**config.mk**
```make
export PLATFORM = sky130hd
export DESIGN_NAME = instr_encoder_loader
export DESIGN_NICKNAME = d
export VERILOG_FILES = /design/src/rtl/instr_encoder_loader.sv
export SDC_FILE = /design/constraint.sdc
export NUM_CORES = 1
export LEC_CHECK = 0
export ABC_AREA = 1
export BUFFER_PORTS_ARGS = -buffer_cell sky130_fd_sc_hd__buf_2
export CORE_MARGIN = 2
export CORE_UTILIZATION = 45
export CTS_CLUSTER_DIAMETER = 150
export CTS_CLUSTER_SIZE = 25
export DETAILED_ROUTE_END_ITERATION = 8
export PLACE_DENSITY = 0.71
export SETUP_SLACK_MARGIN = 0.05
export SLEW_MARGIN = 40
export SYNTH_ARGS = -nofsm -noshare
export SYNTH_HDL_FRONTEND = slang
export SYNTH_SLANG_ARGS = --single-unit
export TNS_END_PERCENT = 50
```
**constraint.sdc**
```tcl
create_clock -name clk -period 5.4 [get_ports clk]
set_input_delay 1.08 -clock clk [delete_from_list [all_inputs] [get_ports clk]]
set_output_delay 1.08 -clock clk [all_outputs]
set_load 0.005 [all_outputs]
```
**src/rtl/instr_encoder_loader.sv**
```systemverilog
// Program loader: encodes mnemonic-level requests into RV32I words and writes them
// to consecutive instruction-memory word addresses starting at BASE_ADDR.
module instr_encoder_loader #(
    parameter int                ADDR_W    = 8,
    parameter logic [ADDR_W-1:0] BASE_ADDR = '0
) (
    input  logic              clk,
    input  logic              rst,
    input  logic              start,
    input  logic              req_valid,
    output logic              req_ready,
    input  logic [3:0]        req_op,
    input  logic [4:0]        req_rd,
    input  logic [4:0]        req_rs1,
    input  logic [4:0]        req_rs2,
    input  logic [31:0]       req_imm,
    input  logic              req_last,
    output logic              mem_we,
    output logic [ADDR_W-1:0] mem_addr,
    output logic [31:0]       mem_wdata,
    output logic              busy,
    output logic              done,
    output logic [ADDR_W:0]   count,
    output logic              err_illegal,
    output logic              err_overflow
);

    typedef enum logic [1:0] {IDLE, LOAD, DONE} state_t;

    typedef enum logic [3:0] {
        OP_ADD, OP_SUB, OP_AND, OP_OR, OP_SLT, OP_ADDI, OP_ORI, OP_SLTI,
        OP_LW, OP_SW, OP_JALR, OP_BEQ, OP_BNE, OP_JAL, OP_LUI, OP_ILL
    } op_t;

    localparam logic [6:0]        OPC_R    = 7'b0110011;
    localparam logic [6:0]        OPC_I    = 7'b0010011;
    localparam logic [6:0]        OPC_LW   = 7'b0000011;
    localparam logic [6:0]        OPC_JALR = 7'b1100111;
    localparam logic [6:0]        OPC_S    = 7'b0100011;
    localparam logic [6:0]        OPC_B    = 7'b1100011;
    localparam logic [6:0]        OPC_J    = 7'b1101111;
    localparam logic [6:0]        OPC_U    = 7'b0110111;
    localparam logic [31:0]       NOP      = 32'h0000_0013;
    localparam logic [ADDR_W-1:0] TOP_ADDR = '1;

    state_t            state, state_nxt;
    logic [ADDR_W-1:0] ptr;
    logic              full;
    logic              accept;
    logic              start_take;
    logic              at_top;
    logic [31:0]       enc;
    logic              illegal;

    assign req_ready  = (state == LOAD) && !full;
    assign accept     = req_valid && req_ready;
    assign start_take = start && (state != LOAD);
    assign at_top     = (ptr == TOP_ADDR);
    assign busy       = (state == LOAD);
    assign done       = (state == DONE);

    // NOTE: every variable gets a default at the top of an always_comb so no path can infer a latch.
    always_comb begin
        enc     = NOP;
        illegal = 1'b0;
        case (op_t'(req_op))
            OP_ADD:  enc = {7'b0000000, req_rs2, req_rs1, 3'b000, req_rd, OPC_R};
            OP_SUB:  enc = {7'b0100000, req_rs2, req_rs1, 3'b000, req_rd, OPC_R};
            OP_AND:  enc = {7'b0000000, req_rs2, req_rs1, 3'b111, req_rd, OPC_R};
            OP_OR:   enc = {7'b0000000, req_rs2, req_rs1, 3'b110, req_rd, OPC_R};
            OP_SLT:  enc = {7'b0000000, req_rs2, req_rs1, 3'b010, req_rd, OPC_R};
            OP_ADDI: enc = {req_imm[11:0], req_rs1, 3'b000, req_rd, OPC_I};
            OP_ORI:  enc = {req_imm[11:0], req_rs1, 3'b110, req_rd, OPC_I};
            OP_SLTI: enc = {req_imm[11:0], req_rs1, 3'b010, req_rd, OPC_I};
            OP_LW:   enc = {req_imm[11:0], req_rs1, 3'b010, req_rd, OPC_LW};
            OP_JALR: enc = {req_imm[11:0], req_rs1, 3'b000, req_rd, OPC_JALR};
            OP_SW:   enc = {req_imm[11:5], req_rs2, req_rs1, 3'b010, req_imm[4:0], OPC_S};
            OP_BEQ:  enc = {req_imm[12], req_imm[10:5], req_rs2, req_rs1, 3'b000,
                            req_imm[4:1], req_imm[11], OPC_B};
            OP_BNE:  enc = {req_imm[12], req_imm[10:5], req_rs2, req_rs1, 3'b001,
                            req_imm[4:1], req_imm[11], OPC_B};
            OP_JAL:  enc = {req_imm[20], req_imm[10:1], req_imm[11], req_imm[19:12],
                            req_rd, OPC_J};
            OP_LUI:  enc = {req_imm[31:12], req_rd, OPC_U};
            default: begin
                enc     = NOP;
                illegal = 1'b1;
            end
        endcase
    end

    always_comb begin
        state_nxt = state;
        case (state)
            IDLE, DONE: if (start) state_nxt = LOAD;
            LOAD:       if (accept && (req_last || at_top)) state_nxt = DONE;
            default:    state_nxt = IDLE;
        endcase
    end

    // NOTE: sequential state uses non-blocking assignments so every register samples pre-edge values.
    always_ff @(posedge clk or posedge rst) begin
        if (rst) state <= IDLE;
        else     state <= state_nxt;
    end

    always_ff @(posedge clk or posedge rst) begin
        if (rst) begin
            ptr          <= BASE_ADDR;
            count        <= '0;
            full         <= 1'b0;
            err_illegal  <= 1'b0;
            err_overflow <= 1'b0;
            mem_we       <= 1'b0;
            mem_addr     <= BASE_ADDR;
            mem_wdata    <= '0;
        end else begin
            mem_we <= accept;
            if (start_take) begin
                ptr          <= BASE_ADDR;
                count        <= '0;
                full         <= 1'b0;
                err_illegal  <= 1'b0;
                err_overflow <= 1'b0;
            end else if (accept) begin
                mem_addr  <= ptr;
                mem_wdata <= enc;
                ptr       <= ptr + ADDR_W'(1);
                count     <= count + (ADDR_W+1)'(1);
                if (illegal) err_illegal <= 1'b1;
                // The top address is the last writable slot; ptr is never used past it.
                if (at_top) begin
                    full <= 1'b1;
                    if (!req_last) err_overflow <= 1'b1;
                end
            end
        end
    end

endmodule

```
# Word level (Yosys, flattened, before mapping)

Cells that the tools add are included.

Add/sub/neg operators: 2
Equal/unequal tests: 22
Multiplexer cells: 18
Bitwise gates (word level): 1
Reduce and logical (&&, ||, !) cells: 17

Operators by type and width:

| cell                                                                    | count |
|---|---|
| 32-bit case mux with 15 select lines                                    | 1 |
| 4-bit == test, second input constant                                    | 7 |
| 9-bit two-way mux                                                       | 2 |
| 4-bit by 3-bit == test with 1-bit output, second input constant         | 4 |
| 8-bit two-way mux                                                       | 2 |
| 15-bit OR reduction                                                     | 1 |
| 1-bit two-way mux                                                       | 10 |
| 9-bit by 1-bit adder with 9-bit output, second input constant           | 1 |
| 8-bit by 1-bit adder with 8-bit output, second input constant           | 1 |
| 4-bit by 2-bit == test with 1-bit output, second input constant         | 2 |
| 8-bit == test, second input constant                                    | 1 |
| 2-bit by 1-bit inequality test with 1-bit output, second input constant | 4 |
| 2-bit AND reduction                                                     | 4 |
| 4-bit by 1-bit == test with 1-bit output, second input constant         | 1 |
| 1-bit logical AND                                                       | 4 |
| 4-bit zero test                                                         | 1 |
| 2-bit two-way mux                                                       | 2 |
| 2-bit case mux with 2 select lines                                      | 1 |
| 2-bit nonzero test                                                      | 2 |
| 3-bit AND reduction                                                     | 1 |
| 2-bit by 1-bit == test with 1-bit output, second input constant         | 1 |
| 2-bit == test, second input constant                                    | 1 |
| 2-bit zero test                                                         | 1 |
| 2-bit inequality test, second input constant                            | 1 |
| other kinds (4)                                                         | 4 |

Flip-flop bits (word level): 63
Output and inout port bits: 55
Word-level logic and storage cells: 69

# Longest topological paths before layout

Word-level depth: 6
Mapped depth: 10
Depth with buffers taken out: 9

# Least setup slack after synthesis

OpenSTA, ideal clock, no wires.

Path type: input to register
From: input port req_op[2]
To: register mem_wdata[10]
Arrival: 2.069 ns
Data required time: 5.283 ns
Setup slack: 3.214 ns
Stages: 10
Path buffers: 1
Path through: buf_4 > nand2_2 > inv_2 > nand2_1 > o21ai_2 > or2_2 > nand2_1 > nand2_1 > nand2_1 > nand2_1

Longest elaborated chain between the ends: 2
Elaborated cells on any way between the ends: 16

RTL lines:

| element                                  | line | text |
|---|---|---|
| from (decl)                              | 12   | `input logic [3:0] req_op,` |
| 4-bit == test (tied with other cells)    | 66   | `case (op_t'(req_op))` |
| 32-bit case mux with 15 select lines (*) | 66   |  |
| to (signal assigned)                     | 127  | `mem_wdata <= enc;` |
| to (decl)                                | 20   | `output logic [31:0] mem_wdata,` |

Mark *: on every way between the ends. The rest lies on a longest branch, timed or not.
A chain may end at the register's enable or synchronous reset.

# Final worst setup path

From: input port req_op[0]
To: register mem_wdata[29]

Same word-level chain as after synthesis.

==> impl_metrics.csv <==
group,metric,value,unit
run_status,status,"finished, final reports clean",
die,num_io_pins,111,
pwr,cellPowerDensity,356.4,mW/mm²
grt,grt_use_total,24.33,%
logic_synthesis,ys_seq_elements,62,
sta,timing.hold.ws,0.4714,ns
finish,stdcell_area,0.004677,mm²
pwr,p_sw,0.6022,mW
place,post-dp-hpwl,7.888,mm
worst_setup_path,slowest_delay,0.59,ns
worst_setup_path,path_class,"in -> reg",
pwr,p_leak,2.621,nW
sta,finalCriticalPeriod,2.467,ns
drt,num_vias,4186,
clock_tree,cts_buffers,9,
sta,timing.final.ws_setup,2.933,ns
die,coreArea,0.008299,mm²
place,portBuffers,110,
clock_tree,cts_hold_buf,0,
clock_tree,path_clk_slew,0.07,ns
clock_tree,clk_latency,0.34,ns
worst_hold_path,worstHoldPathType,"reg -> reg",
die,rows,33,
logic_synthesis,netlist_instances,582,
clock_tree,cts_tree,"yes",
finish,layout_commonest_cell,"nand2_1",
sta,relSlewSlack,49.82,%
grt,first_global_vias,3993,
grt,antenna_found_initial,0,
worst_setup_path,end_kind,"register",
clock_tree,cts_htree_levels,3,
pwr,p_seq_share,41.3,%
finish,fillers,840,
sta,slew_violations,0,
pwr,intPower,1.065,mW
sta,hold_viol,0,
sta,fmax,405.3,MHz
drt,drc_errors,0,
place,placed_area,0.004471,mm²
finish,area_delta_synth_final,20.46,%
drt,drtIter0Drc,231,
worst_hold_path,holdPathStages,2,
clock_tree,clock_sinks,62,
logic_synthesis,netlist_area,0.003882,mm²
sta,setup-tns-final,0,ns
place,gp_congestion,0.9457,
grt,grt_pass1_wl,18.91,mm
worst_setup_path,crit_required,5.66,ns
worst_setup_path,path_common_cell,"nand2_1",
run,cap_violations,0,
clock_tree,cts_resized,0,
finish,diodes,0,
sta,tightest_slew,0.7499,ns
drt,finalWirelength,10.98,mm
drt,via_per_inst,5.299,
logic_synthesis,ys_seq_area_share,39.96,%
drt,final_antenna_net_count,0,
sta,finClkSkew,0.007481,ns
die,initial_utilization,46.78,%
worst_setup_path,path_cells,"buf_2 -> inv_1 -> nor2_1 -> nand2_1 -> a21boi_0 -> nand3b_1 -> nand2_1 -> nand2_1",
logic_synthesis,synth.distinct_cells,34,
clock_tree,cts_root_buffer,"clkbuf_8",
pwr,vdd_drop_max,0.3179,mV
finish,utilization,56.35,%
die,die_w,96.89,µm
worst_setup_path,rr_worst_depth,8,
clock_tree,ctsLongestPathBuffers,2,
pwr,clkPwrFrac,25.8,%
grt,grt_max_degree,68,
worst_setup_path,worstPathArrival,2.73,ns
clock_tree,post-cts-setup-buffers,0,
grt,overflow,0,
die,die-area,0.009387,mm²
logic_synthesis,ys_warn_count,0,
logic_synthesis,synth.avg_cell_area,6.671,µm²
finish,final_layout_size_suffix_gt1_share,22.19,%
place,dpl_worst_slack,2.488,ns
sta,setup_viol,0,
pwr,switching_share,36.12,%
finish,final_cell_mix,"nand2_1, buf_2, dfrtp_1, nand3_1, nor2_1",
worst_setup_path,crit_slowest_cell,"nor2_1",
pwr,power_frac_comb,32.8,%
finish,final_nets,739,
sta,rsz0062_at_grt,"false",
worst_setup_path,crit_fanout,11,
drt,detail_route.wl_per_cell,13.90,µm
logic_synthesis,syn-num-nets,640,
drt,dr.pass1.iters,5,
sta,post-route-period-util,45.69,%
die,fp.dieH,96.89,µm
worst_setup_path,start_kind,"input port",
==> synth_stat cells (all sizes together) <==
cell    instances  share of area (%)
nand2         255                 25
dfrtp          62                 40
nor2           61                7.0
nand3          57                7.3
inv            31                3.0
o21ai          30                4.0
buf            18                2.4
a21oi          14                2.1
nor3            7                1.0
a21boi          6                1.2
a22oi           6                1.2
clkbuf          6               0.58
nand4           6               0.97
nand3b          5               0.97
o211ai          4               0.77
o21bai          3               0.58
and2            2               0.32
ha              2               0.64
or2             2               0.32
a21o            1               0.19
a31oi           1               0.16
clkinv          1              0.097
o31ai           1               0.19
xor2            1               0.23
==> through the flow <==
stage	std cells	power [mW]
2_1_floorplan	582	1.001
3_3_place_gp	775	1.229
3_5_place_dp	775	1.241
4_1_cts	790	1.677
5_1_grt	790	1.801
6_report	790	1.667
==> registers in the layout (all words and copies together), names as in the netlist <==
signal	cells
count	9
err_illegal	1
err_overflow	1
full	1
mem_addr	8
mem_wdata	31
mem_we	1
ptr	8
state	2
==> path summary, 6_finish.rpt <==
check | startpoint | endpoint | slack, ns
min in group asynchronous | rst | count[4]$_DFFE_PP0P_ | 0.85
min | err_overflow$_DFFE_PP0P_ | err_overflow$_DFFE_PP0P_ | 0.47
max in group asynchronous | rst | mem_wdata[7]$_DFFE_PP0P_ | 4.13
max reg2reg | state[0]$_DFFE_PP0P_ | full$_DFFE_PP0P_ | 3.34
max | req_op[0] | mem_wdata[29]$_DFFE_PP0P_ | 2.93
min reg2reg | err_overflow$_DFFE_PP0P_ | err_overflow$_DFFE_PP0P_ | 0.47
==> critical path: cells and delay by family <==
| family | cells | cell delay [ns] |
|---|---|---|
| AOI/OAI and AO/OA | 1 | 0.27 |
| buffers and inverters | 2 | 0.25 |
| and+or+nand+nor | 5 | 1.13 |
==> area by class of cell <==
type                       count  area [µm²]  share of cell area [%]
inverter                      32       120.1                   2.568
tap                          105       131.4                   2.809
sequential                    62        1551                   33.17
clock inverter                 5       75.07                   1.605
clock buffer                  10       127.6                   2.729
timing repair buffer         112       569.3                   12.17
multi-input combinational    464        2102                   44.94
==> cells by family (layout without fill, tap and decap cells) <==
family / count (synthesis) / count (layout) / synth area share, %
AOI/OAI and AO/OA: 66 / 66 / 10.28
xor gates and xnor gates: 1 / 1 / 0.2256
adders and majority gates: 2 / 2 / 0.6444
buffers and inverters: 56 / 159 / 6.091
DFF: 62 / 62 / 39.96
and+or+nand+nor: 395 / 395 / 42.80
==> power by group through the flow <==
stage	clock network, mW	logic (mW)	registers, mW
3_5_place_dp	0	0.548	0.693
5_1_grt	0.464	0.630	0.707
2_1_floorplan	0	0.310	0.691
4_1_cts	0.438	0.551	0.688
3_3_place_gp	0	0.535	0.694
6_report	0.431	0.547	0.689
==> metal layers <==
layer  track usage [%]  share of wire [%]
met4             10.73                3.1
met3             5.275                6.2
met5                 0                  0
met1             32.59                 46
met2             37.93                 45
No activity file was read; power rests on OpenSTA's default activity.
